File: src/rtl/uart_autobaud_pkg.sv
// Shared definitions for the auto-baud controller: FSM encoding, sizing helpers, sync character.
package uart_autobaud_pkg;

  typedef enum logic [2:0] {
    StIdle,
    StWaitIdle,
    StWaitStart,
    StMeasure,
    StCheck
  } state_e;

  // Character the remote end sends for measurement; its falling edges are 2 bit times apart.
  localparam logic [7:0] SYNC_CHAR = 8'h55;

  // Fractional bits of the measured 8-bit-time count: 3 for the 8 bits, plus log2(OVERSAMPLE).
  function automatic int unsigned calc_s(input int unsigned oversample);
    return 3 + $clog2(oversample);
  endfunction

endpackage

File: src/rtl/uart_autobaud_rx_sync.sv
// Two-flop synchronizer for the raw RX line plus a falling-edge detector; all flops idle high.
module uart_rx_sync (
  input  logic clk_i,
  input  logic reset_ni,
  input  logic rx_i,
  output logic rx_o,
  output logic fall_o
);

  logic r_meta;
  logic r_sync;
  logic r_prev;

  // Synchronizer chain and one-cycle history for edge detection.
  always_ff @(posedge clk_i or negedge reset_ni) begin
    if (!reset_ni) begin
      r_meta <= 1'b1;
      r_sync <= 1'b1;
      r_prev <= 1'b1;
    end else begin
      r_meta <= rx_i;
      r_sync <= r_meta;
      r_prev <= r_sync;
    end
  end

  assign rx_o   = r_sync;
  assign fall_o = r_prev & ~r_sync;

endmodule

File: src/rtl/uart_autobaud.sv
// Auto-baud controller: times four 0x55 falling-edge intervals and derives the baud divisor.
module uart_autobaud
  import uart_autobaud_pkg::*;
#(
  parameter int unsigned OVERSAMPLE = 16,
  parameter int unsigned DIV_W      = 16,
  parameter int unsigned DEF_DIV    = 1,
  parameter int unsigned MIN_IDLE   = 64
) (
  input  logic             clk_i,
  input  logic             reset_ni,
  input  logic             rx_i,
  input  logic             start_i,
  input  logic             abort_i,
  output logic [DIV_W-1:0] divisor_o,
  output logic             valid_o,
  output logic             busy_o,
  output logic             done_o,
  output logic             error_o
);

  localparam int unsigned S     = calc_s(OVERSAMPLE);
  localparam int unsigned CNT_W = DIV_W + S;
  localparam int unsigned XW    = CNT_W + 2;
  localparam int unsigned IW    = (MIN_IDLE > 1) ? $clog2(MIN_IDLE) : 1;
  localparam logic [IW-1:0] IDLE_LAST = IW'(MIN_IDLE - 1);

  state_e           r_state, w_state_next;
  logic [IW-1:0]    r_idle, w_idle_next;
  logic [CNT_W-1:0] r_cnt, w_cnt_next, w_cnt_inc;
  logic [CNT_W-1:0] r_t2, w_t2_next;
  logic [CNT_W-1:0] r_t8, w_t8_next;
  logic [2:0]       r_edges, w_edges_next, w_edges_inc;
  logic [DIV_W-1:0] r_div, w_div_next;
  logic             r_valid, w_valid_next;
  logic             r_done, w_done_next;
  logic             r_error, w_error_next;

  logic             w_rx;
  logic             w_fall;

  logic [XW-1:0]    w_t8x, w_t2x4, w_sum, w_d, w_diff, w_tol;
  logic             w_chk_ok;

  uart_rx_sync u_rx_sync (
    .clk_i    (clk_i),
    .reset_ni (reset_ni),
    .rx_i     (rx_i),
    .rx_o     (w_rx),
    .fall_o   (w_fall)
  );

  // Saturating cycle counter; latching the incremented value counts the edge cycle itself.
  assign w_cnt_inc   = (&r_cnt) ? r_cnt : r_cnt + CNT_W'(1);
  assign w_edges_inc = r_edges + 3'd1;

  // Rounded divisor and consistency between the 2-bit and 8-bit interval measurements.
  assign w_t8x    = {2'b00, r_t8};
  assign w_t2x4   = {r_t2, 2'b00};
  assign w_sum    = w_t8x + (XW'(1) << (S - 1));
  assign w_d      = w_sum >> S;
  assign w_diff   = (w_t8x >= w_t2x4) ? (w_t8x - w_t2x4) : (w_t2x4 - w_t8x);
  assign w_tol    = w_t8x >> 2;
  assign w_chk_ok = (w_d != '0) && (w_d[XW-1:DIV_W] == '0) && (w_diff <= w_tol);

  // State and datapath registers.
  always_ff @(posedge clk_i or negedge reset_ni) begin
    if (!reset_ni) begin
      r_state <= StIdle;
      r_idle  <= '0;
      r_cnt   <= '0;
      r_t2    <= '0;
      r_t8    <= '0;
      r_edges <= '0;
      r_div   <= DIV_W'(DEF_DIV);
      r_valid <= 1'b0;
      r_done  <= 1'b0;
      r_error <= 1'b0;
    end else begin
      r_state <= w_state_next;
      r_idle  <= w_idle_next;
      r_cnt   <= w_cnt_next;
      r_t2    <= w_t2_next;
      r_t8    <= w_t8_next;
      r_edges <= w_edges_next;
      r_div   <= w_div_next;
      r_valid <= w_valid_next;
      r_done  <= w_done_next;
      r_error <= w_error_next;
    end
  end

  // Next-state logic; abort beats every other event outside IDLE.
  always_comb begin
    w_state_next = r_state;
    w_idle_next  = r_idle;
    w_cnt_next   = r_cnt;
    w_t2_next    = r_t2;
    w_t8_next    = r_t8;
    w_edges_next = r_edges;
    w_div_next   = r_div;
    w_valid_next = r_valid;
    w_done_next  = 1'b0;
    w_error_next = 1'b0;

    if ((r_state != StIdle) && abort_i) begin
      w_state_next = StIdle;
    end else begin
      unique case (r_state)
        StIdle: begin
          if (start_i) begin
            w_state_next = StWaitIdle;
            w_idle_next  = '0;
          end
        end
        StWaitIdle: begin
          if (!w_rx) begin
            w_idle_next = '0;
          end else if (r_idle == IDLE_LAST) begin
            w_state_next = StWaitStart;
          end else begin
            w_idle_next = r_idle + IW'(1);
          end
        end
        StWaitStart: begin
          if (w_fall) begin
            w_cnt_next   = '0;
            w_edges_next = '0;
            w_state_next = StMeasure;
          end
        end
        StMeasure: begin
          w_cnt_next = w_cnt_inc;
          if (&r_cnt) begin
            w_error_next = 1'b1;
            w_state_next = StIdle;
          end else if (w_fall) begin
            w_edges_next = w_edges_inc;
            if (w_edges_inc == 3'd1) begin
              w_t2_next = w_cnt_inc;
            end
            if (w_edges_inc == 3'd4) begin
              w_t8_next    = w_cnt_inc;
              w_state_next = StCheck;
            end
          end
        end
        StCheck: begin
          if (w_chk_ok) begin
            w_div_next   = w_d[DIV_W-1:0];
            w_valid_next = 1'b1;
            w_done_next  = 1'b1;
          end else begin
            w_error_next = 1'b1;
          end
          w_state_next = StIdle;
        end
        default: begin
          w_state_next = StIdle;
        end
      endcase
    end
  end

  assign divisor_o = r_div;
  assign valid_o   = r_valid;
  assign done_o    = r_done;
  assign error_o   = r_error;
  // Result pulse is registered, so keep busy high through the cycle it is visible.
  assign busy_o    = (r_state != StIdle) | r_done | r_error;

endmodule

File: config.mk
export PLATFORM = sky130hd
export DESIGN_NAME = uart_autobaud
export DESIGN_NICKNAME = d
export VERILOG_FILES = /design/src/rtl/uart_autobaud_pkg.sv /design/src/rtl/uart_autobaud_rx_sync.sv /design/src/rtl/uart_autobaud.sv
export SDC_FILE = /design/constraint.sdc
export NUM_CORES = 1
export LEC_CHECK = 0
export CORE_ASPECT_RATIO = 1.2
export CORE_MARGIN = 1
export CORE_UTILIZATION = 45
export CTS_CLUSTER_DIAMETER = 60
export CTS_CLUSTER_SIZE = 16
export DETAILED_ROUTE_END_ITERATION = 10
export HOLD_SLACK_MARGIN = 0.12
export PLACE_DENSITY = 0.72
export SLEW_MARGIN = 40
export SYNTH_ARGS = -nofsm -noshare
export SYNTH_HDL_FRONTEND = slang
export SYNTH_SLANG_ARGS = --single-unit
File: constraint.sdc
create_clock -name clk_i -period 8.48 [get_ports clk_i]
set_input_delay 1.696 -clock clk_i [delete_from_list [all_inputs] [get_ports clk_i]]
set_output_delay 1.696 -clock clk_i [all_outputs]
set_load 0.01 [all_outputs]
# Word level (Yosys, flattened, before mapping)

Index checks and enable logic that the tools add are counted.

Equality and inequality tests: 18
Reduce and logical (&&, ||, !) cells: 17
Mux-type cells: 28
Add/subtract/negate cells: 6
Bitwise operators: 6
$lt $le $gt $ge: 2

Operators by type and width:

| kind                                                 | count |
|---|---|
| two-way mux 23 bit                                   | 2 |
| case mux 23 bit (2 select lines)                     | 1 |
| two-way mux 3 bit                                    | 11 |
| greater-or-equal comparator 23 x 25 -> 1 bit         | 1 |
| less-or-equal comparator 25 x 21 -> 1 bit            | 1 |
| two-way mux 25 bit                                   | 1 |
| nonzero test 25 bit                                  | 1 |
| subtractor 23 x 25 -> 25 bit                         | 1 |
| subtractor 25 x 23 -> 25 bit                         | 1 |
| adder 23 x 7 -> 24 bit (second input constant)       | 1 |
| adder 23 x 1 -> 23 bit (second input constant)       | 1 |
| AND reduction 23 bit                                 | 1 |
| two-way mux 6 bit                                    | 3 |
| AND reduction 5 bit                                  | 3 |
| case mux 3 bit (4 select lines)                      | 1 |
| case mux 6 bit (2 select lines)                      | 1 |
| zero test 9 bit                                      | 1 |
| != test 3 bit (second input constant)                | 3 |
| adder 6 x 1 -> 6 bit (second input constant)         | 1 |
| equality test 3 x 1 -> 1 bit (second input constant) | 2 |
| equality test 3 x 2 -> 1 bit (second input constant) | 2 |
| equality test 3 bit (second input constant)          | 2 |
| equality test 6 bit (second input constant)          | 1 |
| two-way mux 1 bit                                    | 6 |
| 18 further kinds                                     | 28 |

Word-level logic and storage cells: 90
Register bits: 103
Input bits: 5

# Logic depth before layout (Yosys ltp)

Depth in word-level cells: 7
Depth in mapped cells: 26
Depth with buffers taken out: 21

# Cells and area by module

Synthesis repeated with hierarchy kept, for this count alone.

Cells, all modules: 955
Area, all modules: 8010.2 um2

By module, submodules not included:

| module        | cells each | area an instance (um2) | sequential area each (um2) | instances |
|---|---|---|---|---|
| uart_autobaud | 951        | 7917.6                 | 2503.7                     | 1 |
| uart_rx_sync  | 4          | 92.6                   | 78.8                       | 1 |

# Worst setup path after synthesis

OpenSTA, ideal clock, no wires.

Path kind: register to register
Start: register r_t8[17]
End: register r_div[10], in the netlist divisor_o[10]
Data required time: 8355 ps
Cell stages (with the launch flop): 26
Setup slack: 3088 ps
Arrival: 5267 ps
Library setup time: 125 ps
Clock period less this slack: 5392 ps
Cell sequence: dfrtp_1 ha_1 clkbuf_1 nand4_1 nor3_1 nand4_1 a21oi_1 or2_1 buf_6 clkbuf_1 mux2_2 a21oi_1 o31ai_1 xnor2_1 ha_1 a21oi_1 o21a_1 o211ai_1 a311oi_1 o21ai_0 a31oi_1 nand3b_1 or4_4 buf_6 buf_12 mux2_4

Longest elaborated chain between the ends: 5

RTL lines:

| item                                                                                  | line                | text |
|---|---|---|
| start, declared                                                                       | uart_autobaud.sv:32 | `logic [CNT_W-1:0] r_t8, w_t8_next;` |
| start signal, assigned                                                                | uart_autobaud.sv:84 | `r_t8 <= w_t8_next;` |
| subtractor 25 x 23 -> 25 bit (tied with other cells)                                  | uart_autobaud.sv:62 | `assign w_diff = (w_t8x >= w_t2x4) ? (w_t8x - w_t2x4) : (w_t2x4 - w_t8x);` |
| two-way mux 25 bit (tied with other cells)                                            | uart_autobaud.sv:62 |  |
| less-or-equal comparator 25 x 21 -> 1 bit / logical AND 1 bit (equally long branches) | uart_autobaud.sv:64 | `assign w_chk_ok = (w_d != '0) && (w_d[XW-1:DIV_W] == '0) && (w_diff <= w_tol);` |
| logical AND 1 bit                                                                     | uart_autobaud.sv:64 |  |
| AND reduction 3 bit (no source line)                                                  | n/a                 |  |
| end signal, assigned                                                                  | uart_autobaud.sv:75 | `r_div <= DIV_W'(DEF_DIV);` |
| end signal, assigned                                                                  | uart_autobaud.sv:86 | `r_div <= w_div_next;` |
| end, declared                                                                         | uart_autobaud.sv:34 | `logic [DIV_W-1:0] r_div, w_div_next;` |

Several ways; a longest one is shown, not always the timed one.
A chain may end at the register's enable or synchronous reset.

# Final worst setup path

Start: register r_t8[19]
End: register r_div[9], in the netlist divisor_o[9]

Longest elaborated chain between the ends: 5

RTL lines:

| item                                                                                  | line |
|---|---|
| subtractor 25 x 23 -> 25 bit (tied with other cells)                                  | uart_autobaud.sv:62 |
| two-way mux 25 bit (tied with other cells)                                            | uart_autobaud.sv:62 |
| less-or-equal comparator 25 x 21 -> 1 bit / logical AND 1 bit (equally long branches) | uart_autobaud.sv:64 |
| logical AND 1 bit *                                                                   | uart_autobaud.sv:64 |
| AND reduction 3 bit (no source line) *                                                | n/a |

Mark *: on every way between the ends. The rest lies on a longest branch, timed or not.

==> flow_summary.ini <==
[run_status]
outcome = complete, no violations

[drt]
detailed_route_wire_length_per_cell_um = 17.6
wirelength_um = 20100
detail_route.iter0.violations = 402
drt_pre_antenna_iters = 5
count_of_unresolved_drc_violations_after_routing = 0
detail-route-antenna-nets = 0
routed-via-count = 6647
routed_via_density = 5.83

[cells_and_area]
final_net_count = 996
finalNonFillerCells = 1141
post-route-util_pct = 49.9
fillers = 1626
num_antenna_cells = 0
layout-area-overhead-vs-synth_pct = 8.34
layout-drive-gt1-share_pct = 6.27

[power_and_ir_drop]
power.static_leakage_nw = 3.64
power-per-cell-area_nw_per_um2 = 211
ir_worst_vdd_uv = 137

[synthesis]
synth_area_per_cell_um2 = 8.44
synth_fp_nets = 999
synth-seq-cells = 103
netlist_area_um2 = 7790
syn_inst = 923
async_reset_ff_share_pct = 100
synth.yosys.seq_area_share_pct = 33.2
synth-edff-count = 0
synth_flop_cell = dfrtp_1
synth_warnings = 0
yosys.cell_types.count = 69

[clock_tree]
cts-htree-levels = 3
ctsLongestPathBuffers = 2
clock_sink_count = 103
root_buffer = clkbuf_16
clk_latency_ps = 360
post_cts_hold_buffer_count = 0
cts_buffers = 9
clock_tree_from_tritoncts = yes
cts-resized-gates = 0
post-cts-setup-buffer-count = 0
clk_pin_slew_ps = 80

[grt]
grt_antenna_before_repair = 0
met1_usage_pct = 29.3
grt_busiest_layer = met2
grt_pass1_wl_um = 32400
globalRouteMet3Util_pct = 3.91
grt_pass1_vias = 6422
groute.layer.met2.usage_pct = 39.1
grt_start_max_net_pins = 55
grt_overflow = 0
track_usage_pct = 23.3

[timing]
worst_slew_margin_rel_pct = 44.8
worst_slew_pin_slew_ps = 817
total_of_endpoints_with_negative_setup_slack_in_the_final_report = 0
final_min_period_over_clock_period_pct = 79.2
worst_clock_skew_ps = 12.5
period_minus_slack_ps = 6710
clock.fmax_mhz = 149
finalHoldViolCount = 0
finalMaxSlewViolations = 0
grt_setup_unrepaired = no
fin_tns_setup_ps = 0

[placement]
post-place-cells = 1125
placement.io_buffers = 24
globalplace.congestion = 0.925
detailed_place_hpwl_um = 15500

[floorplan]
core_region_area_um2 = 16900
top_level_port_count = 25
area_of_the_die_um2 = 17800
die-height_um = 146
count_of_standard_cell_rows = 52
initial_utilization_pct = 46.0
die_width_um = 122

[setup_path]
cp_max_delay_cell = a311oi_1
cp_slowest_stage_delay_ps = 660
timing.critical_path.fanout_max = 17
worst_setup_path_start_kind = flip-flop
timing_worst_setup_path_type = reg2reg
r2r.worst_path.cells = 20
end_kind = flip-flop
cp_data_arrival_time_ps = 6960
worstPathRequired_ps = 8730
critical_path.cell_chain = ha_1, nand4_1, nor4_1, nand4_1, nand3_2, or2_1, a21oi_1, a311oi_1, o311ai_0, xor2_1, ha_1, a21oi_1, o21a_1, o211ai_1, a311oi_1, o21ai_0, a31oi_1, nand3b_1, or4_4, mux2_4

[hold_path]
hold-path-cell-count = 0
hp-class = reg2reg

[flow_run]
timing.max_cap.violations = 0
[state kept, by name (all words and copies together), names as in the netlist, 3 cells and up]
signal	cells
r_cnt	23
r_t2	23
r_t8	23
divisor_o	16
r_idle	6
r_edges	3
r_state	3
[final cells by class]
type / instances / area (um^2) / share of cell area, %
Sequential cell: 103 / 2580 / 30.6
Clock buffer: 10 / 229 / 2.71
Timing Repair Buffer: 29 / 275 / 3.26
Inverter: 58 / 218 / 2.58
Multi-Input combinational cell: 719 / 4790 / 56.7
Clock inverter: 6 / 75.1 / 0.890
Tap cell: 216 / 270 / 3.20
[synthesized netlist by cell type, types with 11 or more instances]
cell | instances | area [um^2]
a21o_1 | 13 | 97.6
a21oi_1 | 76 | 380
and3_1 | 15 | 93.8
clkbuf_1 | 36 | 135
dfrtp_1 | 99 | 2480
ha_1 | 70 | 876
inv_1 | 57 | 214
mux2_2 | 11 | 124
nand2_1 | 90 | 338
nand3_1 | 20 | 100
nand4_1 | 22 | 138
nor2_1 | 84 | 315
nor3_1 | 24 | 120
o21ai_0 | 95 | 475
xnor2_1 | 39 | 342
xor2_1 | 17 | 149
[report_power, final]
part           internal [mW]  total, mW  leakage (nW)  switching, mW
sequential             0.520      0.561          1.40         0.0404
clock                  0.235      0.431         0.151          0.196
combinational          0.327      0.786          2.09          0.460
[critical path: cells and delay by family (launching register included)]
family | cells | cell delay (ps)
flip-flops | 1 | 460
AO/OA/AOI/OAI | 9 | 2240
adder cells (fa/ha/maj) | 2 | 810
AND/OR/NAND/NOR | 7 | 2550
multiplexers | 1 | 350
XOR/XNOR | 1 | 200
[logic make-up (layout without fill, tap and decap cells)]
group / count (synthesis) / after routing / share of synthesized area [%]
flops: 103 / 103 / 33.2
fa+ha+maj: 71 / 71 / 11.5
xor+xnor: 56 / 56 / 6.30
buf+inv: 101 / 103 / 5.49
compound gates: 257 / 257 / 20.2
mux: 30 / 30 / 4.71
simple gates: 305 / 305 / 18.6
[cell usage in the layout (no fill, tap or decap), drive strengths merged, types with 4 or more instances in the layout]
| cell type | Yosys | layout |
|---|---|---|
| a21o | 13 | 13 |
| ha | 70 | 70 |
| a211o | 4 | 4 |
| buf | 7 | 6 |
| a221oi | 6 | 6 |
| xnor2 | 39 | 39 |
| o31ai | 7 | 7 |
| nor2b | 7 | 7 |
| inv | 57 | 61 |
| o311ai | 4 | 4 |
| a21oi | 76 | 76 |
| mux2 | 19 | 19 |
| nand2 | 90 | 90 |
| and2 | 7 | 7 |
| a211oi | 8 | 8 |
| mux2i | 11 | 11 |
| dfstp | 4 | 4 |
| nor4 | 7 | 7 |
| dfrtp | 99 | 99 |
| nand3 | 21 | 21 |
| nand2b | 4 | 4 |
| nand3b | 4 | 4 |
| o21a | 4 | 4 |
| o21ai | 95 | 95 |
| clkdlybuf4s50 | 0 | 23 |
| o21bai | 4 | 4 |
| o211ai | 6 | 6 |
| nor2 | 84 | 84 |
| xor2 | 17 | 17 |
| clkbuf | 36 | 10 |
| nand4 | 22 | 22 |
| and3 | 15 | 15 |
| nor3 | 24 | 24 |
| a31oi | 7 | 7 |
| or3 | 6 | 6 |
[final timing paths]
kind,startpoint,end,slack [ps]
max reg2reg,r_t8[19]$_DFFE_PN0P_,divisor_o[9]$_DFFE_PN0P_,1770
max in group asynchronous,reset_ni,r_t2[3]$_DFFE_PN0P_,5980
min,u_rx_sync.r_meta$_DFF_PN1_,u_rx_sync.rx_o$_DFF_PN1_,360
max,r_t8[19]$_DFFE_PN0P_,divisor_o[9]$_DFFE_PN0P_,1770
min in group asynchronous,reset_ni,valid_o$_DFFE_PN0P_,1350
min reg2reg,u_rx_sync.r_meta$_DFF_PN1_,u_rx_sync.rx_o$_DFF_PN1_,360
[per-stage QoR]
step	power, mW	area, um^2	setup slack [ps]	hold WS, ps
2_1_floorplan	1.13	7790	3090	345
3_3_place_gp	1.34	8130	2080	347
3_5_place_dp	1.34	8130	1870	348
4_1_cts	1.78	8440	1870	359
5_1_grt	1.89	8440	1350	365
6_report	1.78	8440	1770	360
[metal layers]
metal | wire length [um] | up-vias
met5 | 0 | -
met1 | 8590 | 3199
li1 | - | 3267
met3 | 876 | 33
met2 | 9930 | 148
met4 | 675 | 0
Power figures use the tool's default switching activity.
